<file path="src/rtl/fetch_pkg.sv">
// Shared types and constants for the prefetching instruction-fetch front end.
package fetch_pkg;

    localparam int N_DEFAULT    = 64;
    localparam int ILEN_DEFAULT = 32;
    localparam int PC_STEP      = 4;

    typedef struct packed {
        logic [N_DEFAULT-1:0]    pc;
        logic [ILEN_DEFAULT-1:0] inst;
    } fetch_entry_t;

    typedef enum logic [1:0] {
        RD_NONE,
        RD_TRAP,
        RD_TRAPRET,
        RD_BRANCH
    } redirect_cause_e;

    // Trap entry outranks trap return, which outranks a branch.
    function automatic redirect_cause_e redirect_cause(input logic trap,
                                                       input logic trap_ret,
                                                       input logic branch);
        redirect_cause_e cause;
        cause = RD_NONE;
        if (branch)   cause = RD_BRANCH;
        if (trap_ret) cause = RD_TRAPRET;
        if (trap)     cause = RD_TRAP;
        return cause;
    endfunction

endpackage

</file>
<file path="src/rtl/fetch_fifo.sv">
// Synchronous DEPTH-entry FIFO with a single-cycle flush; read data reads as zero while empty.
module fetch_fifo #(
    parameter  int WIDTH = 32,
    parameter  int DEPTH = 4,
    localparam int AW    = $clog2(DEPTH),
    localparam int CW    = AW + 1
) (
    input  logic             clk,
    input  logic             reset,
    input  logic             flush,
    input  logic             push,
    input  logic [WIDTH-1:0] push_data,
    input  logic             pop,
    output logic [WIDTH-1:0] pop_data,
    output logic [CW-1:0]    count
);

    logic [WIDTH-1:0] mem [DEPTH];
    logic [AW-1:0]    wr_ptr;
    logic [AW-1:0]    rd_ptr;
    logic             do_push;
    logic             do_pop;

    assign do_push  = push && !flush && (count != CW'(DEPTH));
    assign do_pop   = pop && !flush && (count != '0);
    assign pop_data = (count == '0) ? '0 : mem[rd_ptr];

    always_ff @(posedge clk) begin
        if (do_push) begin
            mem[wr_ptr] <= push_data;
        end
    end

    always_ff @(posedge clk or negedge reset) begin
        if (!reset) begin
            wr_ptr <= '0;
            rd_ptr <= '0;
            count  <= '0;
        end else if (flush) begin
            wr_ptr <= '0;
            rd_ptr <= '0;
            count  <= '0;
        end else begin
            if (do_push) begin
                wr_ptr <= wr_ptr + AW'(1);
            end
            if (do_pop) begin
                rd_ptr <= rd_ptr + AW'(1);
            end
            count <= count + CW'(do_push) - CW'(do_pop);
        end
    end

    assert property (@(posedge clk) disable iff (!reset) count <= CW'(DEPTH));

endmodule

</file>
<file path="src/rtl/fetch_prefetch.sv">
// Prefetching fetch front end: sequential PCs, prioritised redirects, in-flight drop tracking.
// Define FETCH_MISALIGN_TRAP_EN to flag misaligned redirect targets and block fetch while flagged.
module fetch_prefetch
    import fetch_pkg::*;
#(
    parameter int            N        = N_DEFAULT,
    parameter int            ILEN     = ILEN_DEFAULT,
    parameter int            DEPTH    = 4,
    parameter logic [N-1:0]  RESET_PC = '0
) (
    input  logic            clk,
    input  logic            reset,
    input  logic            fetch_enable,
    input  logic            interruptSignal,
    input  logic [N-1:0]    PC_TrapTrigger,
    input  logic            trapReturn,
    input  logic [N-1:0]    PC_TrapReturn,
    input  logic            PCSrc_F,
    input  logic [N-1:0]    PCBranch_F,
    output logic            req_valid,
    input  logic            req_ready,
    output logic [N-1:0]    req_addr,
    input  logic            rsp_valid,
    input  logic [ILEN-1:0] rsp_data,
    output logic            inst_valid,
    input  logic            inst_ready,
    output logic [ILEN-1:0] inst_data,
    output logic [N-1:0]    inst_pc,
    output logic            misalign_fault
);

    localparam int CW = $clog2(DEPTH) + 1;

    redirect_cause_e   cause;
    logic              redirect;
    logic [N-1:0]      target;
    logic [N-1:0]      fetch_pc;
    logic [CW-1:0]     inflight;
    logic [CW-1:0]     drop_cnt;
    logic [CW-1:0]     q_count;
    logic [CW-1:0]     pc_count;
    logic [CW:0]       occupied;
    logic              fire;
    logic              rsp_accept;
    logic              rsp_keep;
    logic              pop;
    logic              fault_block;
    logic [N-1:0]      rsp_pc;
    logic [N+ILEN-1:0] q_head;

    assign cause    = redirect_cause(interruptSignal, trapReturn, PCSrc_F);
    assign redirect = (cause != RD_NONE);

    always_comb begin
        target = fetch_pc;
        case (cause)
            RD_TRAP:    target = PC_TrapTrigger;
            RD_TRAPRET: target = PC_TrapReturn;
            RD_BRANCH:  target = PCBranch_F;
            default:    target = fetch_pc;
        endcase
    end

`ifdef FETCH_MISALIGN_TRAP_EN
    logic fault_q;

    always_ff @(posedge clk or negedge reset) begin
        if (!reset) begin
            fault_q <= 1'b0;
        end else if (redirect) begin
            fault_q <= |target[1:0];
        end
    end

    assign misalign_fault = fault_q;
    assign fault_block    = fault_q;
`else
    assign misalign_fault = 1'b0;
    assign fault_block    = 1'b0;
`endif

    // Queued words plus outstanding requests bound the issue window so a response always has a slot.
    assign occupied  = {1'b0, q_count} + {1'b0, inflight};
    assign req_valid = reset && fetch_enable && !redirect && !fault_block &&
                       (drop_cnt == '0) && (occupied < (CW+1)'(DEPTH));
    assign req_addr  = fetch_pc;
    assign fire      = req_valid && req_ready;

    assign rsp_accept = rsp_valid && (inflight != '0);
    assign rsp_keep   = rsp_accept && (drop_cnt == '0) && !redirect && (pc_count != '0);

    assign inst_valid = (q_count != '0);
    assign pop        = inst_valid && inst_ready;
    assign inst_pc    = q_head[N+ILEN-1:ILEN];
    assign inst_data  = q_head[ILEN-1:0];

    // A response arriving in the redirect cycle belongs to the old stream, so it is not counted as pending drop.
    always_ff @(posedge clk or negedge reset) begin
        if (!reset) begin
            fetch_pc <= RESET_PC;
            inflight <= '0;
            drop_cnt <= '0;
        end else begin
            inflight <= inflight + CW'(fire) - CW'(rsp_accept);
            if (redirect) begin
                fetch_pc <= target;
                drop_cnt <= inflight - CW'(rsp_accept);
            end else begin
                if (fire) begin
                    fetch_pc <= fetch_pc + N'(PC_STEP);
                end
                if ((drop_cnt != '0) && rsp_accept) begin
                    drop_cnt <= drop_cnt - CW'(1);
                end
            end
        end
    end

    fetch_fifo #(
        .WIDTH (N),
        .DEPTH (DEPTH)
    ) u_pc_fifo (
        .clk       (clk),
        .reset     (reset),
        .flush     (redirect),
        .push      (fire),
        .push_data (fetch_pc),
        .pop       (rsp_keep),
        .pop_data  (rsp_pc),
        .count     (pc_count)
    );

    fetch_fifo #(
        .WIDTH (N + ILEN),
        .DEPTH (DEPTH)
    ) u_inst_queue (
        .clk       (clk),
        .reset     (reset),
        .flush     (redirect),
        .push      (rsp_keep),
        .push_data ({rsp_pc, rsp_data}),
        .pop       (pop),
        .pop_data  (q_head),
        .count     (q_count)
    );

    assert property (@(posedge clk) disable iff (!reset) occupied <= (CW+1)'(DEPTH));
    assert property (@(posedge clk) disable iff (!reset) inflight <= CW'(DEPTH));
    assert property (@(posedge clk) disable iff (!reset) !(fire && redirect));

endmodule
</file>
<file path="config.mk">
export PLATFORM = sky130hd
export DESIGN_NAME = fetch_prefetch
export DESIGN_NICKNAME = d
export VERILOG_FILES = /design/src/rtl/fetch_pkg.sv /design/src/rtl/fetch_fifo.sv /design/src/rtl/fetch_prefetch.sv
export SDC_FILE = /design/constraint.sdc
export NUM_CORES = 1
export LEC_CHECK = 0
export CORE_ASPECT_RATIO = 0.75
export CORE_MARGIN = 1.5
export CORE_UTILIZATION = 25
export DETAILED_ROUTE_END_ITERATION = 6
export DONT_BUFFER_PORTS = 1
export SLEW_MARGIN = 5
export SYNTH_ARGS = -nofsm -noshare
export SYNTH_HDL_FRONTEND = slang
export SYNTH_SLANG_ARGS = --single-unit
</file>
<file path="constraint.sdc">
create_clock -name clk -period 5.62 [get_ports clk]
set_clock_uncertainty 0.15 [all_clocks]
set_input_delay 1.124 -clock clk [delete_from_list [all_inputs] [get_ports clk]]
set_output_delay 1.124 -clock clk [all_outputs]
set_load 0.01 [all_outputs]
</file>
After elaboration in Yosys (flattened, before gate mapping):

Memories as Yosys holds them, arrays and structs flattened.
Index checks and enable logic that the tools add are counted.

* output and inout bits: 163
* flip-flop bits (word level): 84
* memory bits (writable): 640
* word-level logic and storage cells: 90
* memories: 2

* mux-type cells: 24
* reduce and logical (&&, ||, !) cells: 34
* eq/ne operators: 6
* $add $sub $neg: 14
* $lt $le $gt $ge: 1

Memory list
* u_inst_queue.mem: words 4, bits a word 96, read ports 1, clocked after Yosys merged registers in 0, wr ports 1, RTL line fetch_fifo.sv:18 `logic [WIDTH-1:0] mem [DEPTH];`
* u_pc_fifo.mem: words 4, bits a word 64, read ports 1, clocked after Yosys merged registers in 0, wr ports 1, RTL line fetch_fifo.sv:18

Operators by type and width (count)
* $mux W64: 3
* $pmux W64 S3: 1
* $mux W96: 1
* $add A64 B3 Y64 const B: 1
* $mux W2: 11
* $logic_and A1 B1 Y1: 18
* $reduce_bool A2 Y1: 7
* $mux W3: 4
* $reduce_bool A3 Y1: 4
* $sub A3 B1 Y3: 4
* $add A3 B1 Y3: 3
* $logic_not A3 Y1: 3
* $add A2 B1 Y2 const B: 4
* $ne A3 B3 Y1 const B: 2
* $add A3 B3 Y4: 1
* $eq A2 B2 Y1 const B: 2
* $lt A4 B3 Y1 const B: 1
* $mux W1: 4
* $ne A4 B4 Y1 const B: 1
* $sub A3 B1 Y3 const B: 1
* $eq A2 B1 Y1 const B: 1
* $reduce_and A2 Y1: 1
* $logic_not A1 Y1: 1

Logic depth before layout (Yosys ltp):

* word-level depth: 14
* depth in mapped cells: 14
* gate-level depth less buffers: 13

Modules after synthesis:

A second synthesis with hierarchy kept.

* cells, all modules: 1780
* area total of the unflattened synthesis: 30371.6 µm²

Modules (own cells, without submodules)
* fetch_fifo (u_inst_queue): times used 1, cells an instance 654, area each 14911.8 µm², sequential area each 11706.2 µm²
* fetch_fifo (u_pc_fifo): times used 1, cells an instance 450, area each 10108.4 µm², sequential area each 7862.5 µm²
* fetch_prefetch: times used 1, cells an instance 676, area each 5351.4 µm², sequential area each 1751.7 µm²

Worst setup path before layout:

OpenSTA, ideal clock, no wires.

* kind: input -> register
* from: input port trapReturn
* to: memory u_inst_queue.mem[1][0] (netlist bit), enable pin
* path slack: 498 ps
* data arrival time: 4506 ps
* data required time: 5004 ps
* library setup time: 466 ps
* buffers on the path: 2
* stages on the path: 5
* cells stage by stage: clkbuf_1 -> nor3_1 -> and3_1 -> clkbuf_1 -> and2_1

* longest elaborated chain between the ends: 10

RTL lines
* start: declaration: RTL line fetch_prefetch.sv:16 `input logic trapReturn,`
* $mux W2 *: RTL line fetch_pkg.sv:27 `if (trap_ret) cause = RD_TRAPRET;`
* $mux W2 *: RTL line fetch_pkg.sv:28 `if (trap) cause = RD_TRAP;`
* $reduce_bool A2 Y1 *: RTL line fetch_prefetch.sv:52 `assign redirect = (cause != RD_NONE);`
* $logic_not A1 Y1 *: RTL line fetch_fifo.sv:24, fetch_prefetch.sv:90
* $logic_and A1 B1 Y1 (2 in a row): RTL line fetch_prefetch.sv:90 `assign rsp_keep = rsp_accept && (drop_cnt == '0) && !redirect && (pc_count != '0);`
* $logic_and A1 B1 Y1 * (2 in a row): RTL line fetch_fifo.sv:24 `assign do_push = push && !flush && (count != CW'(DEPTH));`
* $mux W1 *: RTL line fetch_fifo.sv:29 `if (do_push) begin`
* $mux W1 (implied by the code) *: RTL line fetch_fifo.sv:30 `mem[wr_ptr] <= push_data;`
* end: declaration: RTL line fetch_fifo.sv:18

Every way passes the cells marked *; elsewhere a longest branch is shown, timed or not.

Worst setup path after layout:

* from: register u_inst_queue.rd_ptr[0]
* to: output port inst_pc[59]

* longest elaborated chain between the ends: 2

RTL lines
* start: declaration: RTL line fetch_fifo.sv:20 `logic [AW-1:0] rd_ptr;`
* start signal: assignment: RTL line fetch_fifo.sv:48 `rd_ptr <= rd_ptr + AW'(1);`
* $mem_v2 Z4 W96
* $mux W96: RTL line fetch_fifo.sv:26 `assign pop_data = (count == '0) ? '0 : mem[rd_ptr];`
* end: declaration: RTL line fetch_prefetch.sv:28 `output logic [N-1:0] inst_pc,`

No other way between the ends.

==> metrics.md <==
| Metric | Value |
|---|---|
| Vias in the first global route | 17700 |
| Final net count | 2117 |
| Clock root buffer | clkbuf_16 |
| Ys async rst share | a little under an eighth |
| Crit path required time | 4.35 ns |
| Router iterations before antenna repair | 7 |
| First-pass GRT wire length | 134 mm |
| Largest net degree at the start of global routing | 124 |
| Synth top cells by count | 640 x edfxtp_1, 160 x mux4_2, 109 x and2_1 |
| Pwr dens | 335 nW/um2 |
| Mapped Cells | between 1500 and 2000 |
| CP max stage cell | dfrtp_4 |
| Port Buffers | 0 |
| Worst-path clk slew | approximately 0.070 ns |
| Nature of the critical path startpoint | flip-flop |
| Layout cells sized above 1 | 17.5% |
| Placer Congestion | about 0.9 |
| Critical path type | reg2out |
| Synth cell types | 65 |
| Total I/O pin count | 396 |
| CORE AREA | 122000 um2 |
| Starting Density | 25.2% |
| Area Growth Syn to Fin | 14.7% |
| Die Width | between 400 and 500 um |
| CTS tree | built |
| GRT Overall Usage | roughly 15% |
| Clk buf depth | 3 |
| Leak Pwr | 11.2 nW |
| Routed len/inst | 26.9 um |
| Max-slew violations | 0 |
| TNS Setup | 0 ns |
| Worst setup EP type | output pin |
| Wirelength, routed | 95.7 mm |
| Final HPWL DP | roughly 67 mm |
| CP arrival | roughly 3.1 ns |
| Worst slew margin | 17.3% |
| Maximum operating frequency | 0.227 GHz |
| DP Worst Slack | 1.30 ns |
| Slew at the pin with the worst max-slew slack | 1.23 ns |
| Worst VDD drop | about 0.21 mV |
| Detail Route Antenna Nets | 0 |
| Initial antenna violation count | 11 |
| Dpl cells | 3421 |
| CTS Buf Count | 73 |
| Total gr overflow | 0 |
| RSZ-0062 raised after global routing | no |
| Yosys top cell by area | edfxtp_1 |
| WP buf/inv | 1 |
| Crit-path leading delay family | flip-flops |
| TritonCTS Sinks | 724 |
| Row cnt | 111 |
| Min Hold Slack | 0.233 ns |
| Number of synthesized flops with an enable pin | 640 |
| Status | complete, no violations |
| Die area | 125000 um2 |
| Area share of the largest cell type after synthesis | 62.6% |
| Fin worst setup slack | 1.22 ns |
| Initial drt markers | 1971 |
| Ys Warns | 0 |
| Yosys reg bits | around 720 |
| Top-count cell post-synth | edfxtp_1 |
| Synth top area cells | edfxtp_1 63%, mux4_2 12%, dfrtp_1 6.8% |
| Period minus WS final | ~4.4 ns |
| Vias per cell | 4.93 |
| Via count | 17600 |
| Max incr delay on CP | roughly 0.85 ns |
| Post-route DRC violation count | 0 |
| Max cap viols | 0 |
| CTS H-tree lvls | 3 |
| Skew-Pair Late Insertion Delay | 0.67 ns |
| Die extent in y | between 300 and 400 um |
| Crit-path max FO | 31 |
| Syn avg cell area | roughly 16 um2 |
| Post-synth top flop | edfxtp_1 |
| Hold Vio Cnt, Final | 0 |
| Worst Setup SP | u_inst_queue.rd_ptr[0] |
| Post-synthesis net count | 2126 |
| Sequential area share after synthesis | 69.4% |
| Post-Syn Area | 30700 um2 |
| Non-Filler Instances | around 3600 |
| Tcrit/Tclk final | about four fifths |
| Worst r2r src | inflight[2] |
| Hold crit path type | in2async |
| Final core occ | 28.9% |
| Crit path cell chain | buf_4 -> mux4_2 -> and2_1 |
| Setup Viol. Count Final | 0 |
[cell type report]
| cell class | instances | area, um2 |
|---|---|---|
| Fill cell | 12000 | 86800 |
| Clock buffer | 88 | 1890 |
| Tap cell | 1638 | 2050 |
| Sequential cell | 724 | 21300 |
| Inverter | 36 | 135 |
| Timing Repair Buffer | 30 | 310 |
| Multi-Input combinational cell | 995 | 8880 |
| Clock inverter | 48 | 628 |
| Antenna cell | 4 | 10.0 |
[power by group]
part / total [mW] / internal [mW] / switching (mW)
sequential: 6.27 / 5.94 / 0.328
combinational: 0.467 / 0.172 / 0.295
clock: 5.06 / 2.85 / 2.21
total: 11.8 / 8.96 / 2.83
[through the flow]
step | total power, mW | instance area (um2)
5_1_grt | 12.2 | 35200
3_5_place_dp | 6.84 | 32700
6_report | 11.8 | 35200
4_1_cts | 11.9 | 35200
3_3_place_gp | 6.80 | 32700
2_1_floorplan | 6.52 | 30700
[repair_timing]
action / CTS / global route
hold endpoints to repair: 83 / 0
resized for setup: 0 / 0
hold buffers: 2 / 0
setup buffers: 0 / 0
[cells by family after synthesis]
logic type / Yosys count / synth area share [%]
adders and majority gates: 24 / 1.05
DFF: 724 / 69.4
muxes: 165 / 11.9
buffers and inverters: 150 / 1.87
AOI/OAI and AO/OA: 276 / 6.05
and+or+nand+nor: 510 / 9.18
xor gates and xnor gates: 19 / 0.542
other: 1 / 0.0122
[sequential cells by signal (all words and copies together), names as in the netlist]
name,count
u_inst_queue.mem,384
u_pc_fifo.mem,256
req_addr,64
drop_cnt,3
inflight,3
u_inst_queue.count,3
u_pc_fifo.count,3
u_inst_queue.rd_ptr,2
u_inst_queue.wr_ptr,2
u_pc_fifo.rd_ptr,2
u_pc_fifo.wr_ptr,2
[worst paths after layout]
kind                                     endpoint  cells past startpoint  slack [ns]
max                                   inst_pc[59]                      3        1.22
min                                   drop_cnt[1]                      1        0.23
max reg2reg                  u_pc_fifo.mem[2][33]                      5        1.88
min reg2reg                   u_pc_fifo.wr_ptr[0]                      1        0.42
max in group asynchronous            req_addr[51]                      1        4.39
min in group clk           u_inst_queue.mem[1][7]                      0        0.39
[per-layer routing]
metal	share of wire, %	track usage [%]	up-vias
li1	-	-	7449
met3	11	5.34	115
met2	45	22.7	909
met4	1.7	3.05	4
met1	43	20.6	9093
met5	0.022	0	-
[layout by cell type (no fill, tap or decap), types with 6 or more instances in the layout]
cell / Yosys / layout
and2_1: 109 / 101
buf_4: 1 / 23
edfxtp_1: 640 / 640
a21oi_1: 32 / 32
clkinv_2: 0 / 13
bufinv_16: 0 / 8
clkbuf_16: 0 / 73
and2_4: 0 / 8
clkinv_1: 0 / 9
xor2_1: 6 / 6
a31oi_1: 15 / 15
nor2b_1: 66 / 65
o22ai_1: 51 / 51
nand4_1: 36 / 36
and4_1: 11 / 11
clkbuf_1: 78 / 14
nand3_1: 35 / 35
nand2_1: 97 / 97
or3_1: 11 / 9
o21a_1: 11 / 11
and3_1: 16 / 16
a22oi_1: 16 / 16
a211oi_1: 7 / 7
xnor2_1: 13 / 13
ha_1: 21 / 21
a221o_1: 6 / 6
inv_1: 36 / 35
mux4_2: 160 / 160
dfrtp_1: 84 / 80
o31ai_1: 15 / 15
a22o_1: 9 / 9
nor3_1: 23 / 21
a21o_1: 12 / 12
nor2_1: 54 / 53
nor4_1: 19 / 18
o21ai_0: 54 / 54
o211ai_1: 12 / 12
or4_1: 8 / 8
or2_2: 7 / 7
Power figures use the tool's default switching activity.
